==> src/rtl/ex_mem_register.sv <==
// EX/MEM pipeline register: captures execute-stage results for the memory stage,
// with flush/stall handling, register-0 write squashing and saturating perf counters.
module ex_mem_register #(
    parameter int CNT_W             = 16,
    parameter bit ZERO_REG_SUPPRESS = 1'b1
) (
    input  logic             Clk,
    input  logic             Reset,
    input  logic             Stall,
    input  logic             Flush,
    input  logic             ValidIn,
    input  logic             BranchIn,
    input  logic             MemReadIn,
    input  logic             MemWriteIn,
    input  logic             RegWriteIn,
    input  logic             MemToRegIn,
    input  logic [31:0]      BranchTargetAddressIn,
    input  logic [31:0]      ALUIn,
    input  logic [31:0]      MemoryWriteDataIn,
    input  logic             ZeroIn,
    input  logic [4:0]       DestinationRegIn,
    output logic             ValidOut,
    output logic             BranchOut,
    output logic             MemReadOut,
    output logic             MemWriteOut,
    output logic             RegWriteOut,
    output logic             MemToRegOut,
    output logic             ZeroOut,
    output logic [31:0]      BranchTargetAddressOut,
    output logic [31:0]      ALUOut,
    output logic [31:0]      MemoryWriteDataOut,
    output logic [4:0]       DestinationRegOut,
    output logic [CNT_W-1:0] StallCount,
    output logic [CNT_W-1:0] RetireCount
);

    localparam logic [CNT_W-1:0] CNT_MAX = {CNT_W{1'b1}};
    localparam logic [CNT_W-1:0] CNT_ONE = {{(CNT_W-1){1'b0}}, 1'b1};

    logic        valid_r,     validNext_s;
    logic        branch_r,    branchNext_s;
    logic        memRead_r,   memReadNext_s;
    logic        memWrite_r,  memWriteNext_s;
    logic        regWrite_r,  regWriteNext_s;
    logic        memToReg_r,  memToRegNext_s;
    logic        zero_r,      zeroNext_s;
    logic [31:0] target_r,    targetNext_s;
    logic [31:0] aluData_r,   aluDataNext_s;
    logic [31:0] storeData_r, storeDataNext_s;
    logic [4:0]  destReg_r,   destRegNext_s;

    logic [CNT_W-1:0] stallCount_r;
    logic [CNT_W-1:0] retireCount_r;

    logic loadEdge_s;
    logic destWritable_s;
    logic stallInc_s;
    logic retireInc_s;

    // Edge classification shared by the datapath and the counters.
    always_comb begin
        loadEdge_s     = 1'b0;
        destWritable_s = 1'b1;
        stallInc_s     = 1'b0;
        retireInc_s    = 1'b0;
        if (!Flush && !Stall) begin
            loadEdge_s = 1'b1;
        end else begin
            loadEdge_s = 1'b0;
        end
        if (ZERO_REG_SUPPRESS && (DestinationRegIn == 5'd0)) begin
            destWritable_s = 1'b0;
        end else begin
            destWritable_s = 1'b1;
        end
        if (!Flush && Stall) begin
            stallInc_s = 1'b1;
        end else begin
            stallInc_s = 1'b0;
        end
        if (loadEdge_s && ValidIn) begin
            retireInc_s = 1'b1;
        end else begin
            retireInc_s = 1'b0;
        end
    end

    // Next-state selection with priority Flush > Stall > Load.
    always_comb begin
        validNext_s     = valid_r;
        branchNext_s    = branch_r;
        memReadNext_s   = memRead_r;
        memWriteNext_s  = memWrite_r;
        regWriteNext_s  = regWrite_r;
        memToRegNext_s  = memToReg_r;
        zeroNext_s      = zero_r;
        targetNext_s    = target_r;
        aluDataNext_s   = aluData_r;
        storeDataNext_s = storeData_r;
        destRegNext_s   = destReg_r;
        if (Flush) begin
            validNext_s     = 1'b0;
            branchNext_s    = 1'b0;
            memReadNext_s   = 1'b0;
            memWriteNext_s  = 1'b0;
            regWriteNext_s  = 1'b0;
            memToRegNext_s  = 1'b0;
            zeroNext_s      = 1'b0;
            targetNext_s    = 32'd0;
            aluDataNext_s   = 32'd0;
            storeDataNext_s = 32'd0;
            destRegNext_s   = 5'd0;
        end else if (Stall) begin
            validNext_s     = valid_r;
            branchNext_s    = branch_r;
            memReadNext_s   = memRead_r;
            memWriteNext_s  = memWrite_r;
            regWriteNext_s  = regWrite_r;
            memToRegNext_s  = memToReg_r;
            zeroNext_s      = zero_r;
            targetNext_s    = target_r;
            aluDataNext_s   = aluData_r;
            storeDataNext_s = storeData_r;
            destRegNext_s   = destReg_r;
        end else begin
            // Data fields load even for bubbles; only control bits are gated.
            validNext_s     = ValidIn;
            branchNext_s    = ValidIn & BranchIn;
            memReadNext_s   = ValidIn & MemReadIn;
            memWriteNext_s  = ValidIn & MemWriteIn;
            regWriteNext_s  = ValidIn & RegWriteIn & destWritable_s;
            memToRegNext_s  = ValidIn & MemToRegIn & destWritable_s;
            zeroNext_s      = ZeroIn;
            targetNext_s    = BranchTargetAddressIn;
            aluDataNext_s   = ALUIn;
            storeDataNext_s = MemoryWriteDataIn;
            destRegNext_s   = DestinationRegIn;
        end
    end

    // Pipeline register state.
    always_ff @(posedge Clk or negedge Reset) begin
        if (!Reset) begin
            valid_r     <= 1'b0;
            branch_r    <= 1'b0;
            memRead_r   <= 1'b0;
            memWrite_r  <= 1'b0;
            regWrite_r  <= 1'b0;
            memToReg_r  <= 1'b0;
            zero_r      <= 1'b0;
            target_r    <= 32'd0;
            aluData_r   <= 32'd0;
            storeData_r <= 32'd0;
            destReg_r   <= 5'd0;
        end else begin
            valid_r     <= validNext_s;
            branch_r    <= branchNext_s;
            memRead_r   <= memReadNext_s;
            memWrite_r  <= memWriteNext_s;
            regWrite_r  <= regWriteNext_s;
            memToReg_r  <= memToRegNext_s;
            zero_r      <= zeroNext_s;
            target_r    <= targetNext_s;
            aluData_r   <= aluDataNext_s;
            storeData_r <= storeDataNext_s;
            destReg_r   <= destRegNext_s;
        end
    end

    // Saturating stall counter; flush edges leave it untouched.
    always_ff @(posedge Clk or negedge Reset) begin
        if (!Reset) begin
            stallCount_r <= {CNT_W{1'b0}};
        end else if (stallInc_s && (stallCount_r != CNT_MAX)) begin
            stallCount_r <= stallCount_r + CNT_ONE;
        end else begin
            stallCount_r <= stallCount_r;
        end
    end

    // Saturating retire counter for valid instructions captured on load edges.
    always_ff @(posedge Clk or negedge Reset) begin
        if (!Reset) begin
            retireCount_r <= {CNT_W{1'b0}};
        end else if (retireInc_s && (retireCount_r != CNT_MAX)) begin
            retireCount_r <= retireCount_r + CNT_ONE;
        end else begin
            retireCount_r <= retireCount_r;
        end
    end

    assign ValidOut               = valid_r;
    assign BranchOut              = branch_r;
    assign MemReadOut             = memRead_r;
    assign MemWriteOut            = memWrite_r;
    assign RegWriteOut            = regWrite_r;
    assign MemToRegOut            = memToReg_r;
    assign ZeroOut                = zero_r;
    assign BranchTargetAddressOut = target_r;
    assign ALUOut                 = aluData_r;
    assign MemoryWriteDataOut     = storeData_r;
    assign DestinationRegOut      = destReg_r;
    assign StallCount             = stallCount_r;
    assign RetireCount            = retireCount_r;

endmodule
==> config.mk <==
export PLATFORM = sky130hd
export DESIGN_NAME = ex_mem_register
export DESIGN_NICKNAME = d
export VERILOG_FILES = /design/src/rtl/ex_mem_register.sv
export SDC_FILE = /design/constraint.sdc
export NUM_CORES = 1
export LEC_CHECK = 0
export BUFFER_PORTS_ARGS = -buffer_cell sky130_fd_sc_hd__clkbuf_2
export CORE_ASPECT_RATIO = 0.8
export CORE_UTILIZATION = 25
export CTS_CLUSTER_SIZE = 40
export DETAILED_ROUTE_END_ITERATION = 7
export MAX_ROUTING_LAYER = met4
export PLACE_DENSITY = 0.47
export SYNTH_ARGS = -nofsm -noshare
export SYNTH_HDL_FRONTEND = slang
export SYNTH_SLANG_ARGS = --single-unit
export TNS_END_PERCENT = 5
==> constraint.sdc <==
create_clock -name Clk -period 5.7 [get_ports Clk]
set_clock_uncertainty 0.1 [all_clocks]
set_input_delay 0.57 -clock Clk [delete_from_list [all_inputs] [get_ports Clk]]
set_output_delay 0.57 -clock Clk [all_outputs]
set_load 0.01 [all_outputs]
==> impl_metrics.tcl <==
set metrics [dict create \
    cts_hold_buf 0 \
    yosysUniqueCellTypes 38 \
    arrival_ns 2.50 \
    tightest_slew_ns 1.08 \
    finalSetupViolCount 0 \
    reg2regPathDepth 4 \
    synth_top_family_by_area "multiplexers" \
    cts_sinks 140 \
    vias_per_cell 4.30 \
    synthToLayoutAreaGrowth_pct 36.9 \
    nets 854 \
    drt_pass1_iterations 4 \
    drt_wl_total_um 15400 \
    place.gp.congestion 0.720 \
    synth.top_cells.by_area "dfrtp_1, mux2i_1, nor2_1, xor2_1, xnor2_1" \
    slew_headroom_pct 27.8 \
    grt.total_usage_pct 13.3 \
    grt_pass1_vias 4594 \
    cts_tree "done" \
    ys_seq_area_share_pct 59.4 \
    synth_edf_count 0 \
    ant_nets 0 \
    syn_area_mm2 0.00590 \
    yosys-top-cells-count "dfrtp_1, nor2_1, mux2i_1" \
    cap_violations 0 \
    synth_compound_area_share_pct 2.50 \
    dpl.hpwl_um 10600 \
    worstHoldPathType "input pin to async pin" \
    insertion_delay_ns 0.41 \
    syn_nets 605 \
    path_clk_slew_ns 0.07 \
    core_area_mm2 0.0228 \
    grt_pass1_wl_um 24600 \
    die_h_um 139 \
    root_buffer "clkbuf_16" \
    hold_viol 0 \
    synthSimpleGateAreaFrac_pct 14.1 \
    wl_per_cell_um 14.6 \
    path_cells "buf_6, buf_4, nor2b_1, a22oi_1, nor2_1" \
    synthAdderAreaFrac_pct 0.424 \
    reg2reg_setup_slack_ns 3.52 \
    cts.htree.levels 4 \
    crit_fanout 65 \
    drcViolationCount 0 \
    design.die.area_mm2 0.0242 \
    synth.top_cell.area_share_pct 59.4 \
    die_w_um 174 \
    power_density_mw_per_mm2 328 \
    start_util_pct 25.9 \
    clk_path_buf_depth 2 \
    synthArstFlopShare_pct 100 \
    fin_setup_tns_ns 0 \
    max_stage_delay_ns 0.88 \
    initialDrtViolationCount 228 \
    ctsResizeCount 0 \
    synth_xor_area_share_pct 4.16 \
    period_needed_ns 2.33 \
    worstPathRequired_ns 5.88 \
    numCtsBuffers 17 \
    p_leak_nw 4.41 \
    grt_start_max_net_pins 85 \
    yosysWarnings 0 \
    worstReg2RegStart "RetireCount[0]" \
    portBuffers 251 \
    cpMaxStageDelayCell "buf_4" \
    r2r_end "RetireCount[1]" \
    fin_crit_sh_pct 40.8 \
    vias 4558 \
    rsz0062_at_grt "no" \
    io_pins 252 \
    yosys-mux-area-fraction_pct 17.6 \
    synthCells 491 \
    drive_above_1_share_pct 38.9 \
    critical-path-top-delay-family "buffers and inverters" \
    synth-main-ff-cell "dfrtp_1" \
    overflow 0 \
    crit_type "input pin to flop" \
    cp-end-kind "flop" \
    start_kind "input pin" \
    critPathBufInv 2 \
    yosysMostFrequentCell "dfrtp_1" \
    cts_setup_buffers 0 \
    row_count 49 \
    antenna_found_initial 0 \
    synth-seq-cells 140 \
    status "complete, no violations" \
    ir_worst_vdd_v 0.000171 \
    avgSynthCellArea_um2 12.0 \
    drv_slew 0 \
    fmax_mhz 430 \
    synth_top_area_cell "dfrtp_1" \
    final_util_pct 35.4 \
]
## sequential cells by signal, summed over array words and instances, names as in the netlist
name / count
RegWriteOut: 1
BranchTargetAddressOut: 32
ALUOut: 32
BranchOut: 1
MemToRegOut: 1
ZeroOut: 1
StallCount: 16
MemWriteOut: 1
DestinationRegOut: 5
MemoryWriteDataOut: 32
ValidOut: 1
MemReadOut: 1
RetireCount: 16
## worst register-to-register path, cell delays in order, from the launching register on
cell and delay, ns:
dfrtp_1 0.43, ha_1 0.26, nand3_1 0.27, o41ai_4 0.66
mux2_4 0.34
## per-stage QoR
step / area, um^2 / setup WS, ns / power, W / std cells / hold WS [ns]
2_1_floorplan: 5900 / 3.74 / 0.00134 / 491 / 0.174
3_3_place_gp: 7470 / 2.97 / 0.00153 / 1027 / 0.396
6_report: 8080 / 3.37 / 0.00265 / 1060 / 0.0741
4_1_cts: 8080 / 3.40 / 0.00270 / 1059 / 0.123
5_1_grt: 8080 / 3.22 / 0.00278 / 1059 / 0.150
3_5_place_dp: 7470 / 2.94 / 0.00154 / 1027 / 0.406
## how the worst max path moves through the flow
stage | cells past startpoint | startpoint | slack (ns) | endpoint
finish | 5 | Stall | 3.37 | MemReadOut
detailed placement | 5 | Stall | 2.94 | MemReadOut
global route | 5 | Stall | 3.22 | BranchOut
floorplan | 4 | RetireCount[0] | 3.74 | RetireCount[1]
CTS | 5 | Stall | 3.40 | MemWriteOut
global placement | 5 | Stall | 2.97 | MemReadOut
## cells in the final DEF (no fill, tap or decap), types with 3 or more instances in the layout
| cell type | count |
|---|---|
| nor4_1 | 7 |
| clkbuf_16 | 17 |
| nand3_1 | 11 |
| nand4_1 | 8 |
| nand2_1 | 14 |
| inv_6 | 5 |
| clkbuf_2 | 248 |
| xnor2_1 | 10 |
| clkinv_4 | 4 |
| nor2_1 | 113 |
| mux2i_1 | 102 |
| dfrtp_1 | 140 |
| xor2_1 | 18 |
| a22oi_1 | 3 |
| nor3_1 | 9 |
| buf_4 | 4 |
## where the power goes
group          internal [W]  total [W]  switching, W
sequential          0.00107    0.00116     0.0000873
combinational      0.000160   0.000353      0.000193
clock              0.000678    0.00114      0.000461
## per-layer routing
metal | vias to the layer above | part of all wire [%] | GRT usage, %
met3 | 11 | 6.4 | 3.93
met4 | 0 | 1.1 | 4.43
met5 | - | 0 | -
met2 | 170 | 44 | 18.9
met1 | 2191 | 49 | 18.0
li1 | 2186 | - | -
## final cells by class
cell class                 count  area [um^2]
inverter                       1         3.75
clock buffer                  19          453
clock inverter                13          154
multi-input combinational    326         2290
tap                          306          383
sequential                   140         3500
timing repair buffer         254         1290
fill                        2373        14700
antenna                        1         2.50
## cell families (layout without fill, tap and decap cells)
group                    after synthesis  count (layout)
adder cells (fa/ha/maj)                2               2
other                                  0               1
XOR/XNOR                              28              28
AND/OR/NAND/NOR                      179             179
flip-flops                           140             140
AO/OA/AOI/OAI                         14              14
multiplexers                         103             103
buffers and inverters                 25             287
No activity file was read; power rests on OpenSTA's default activity.
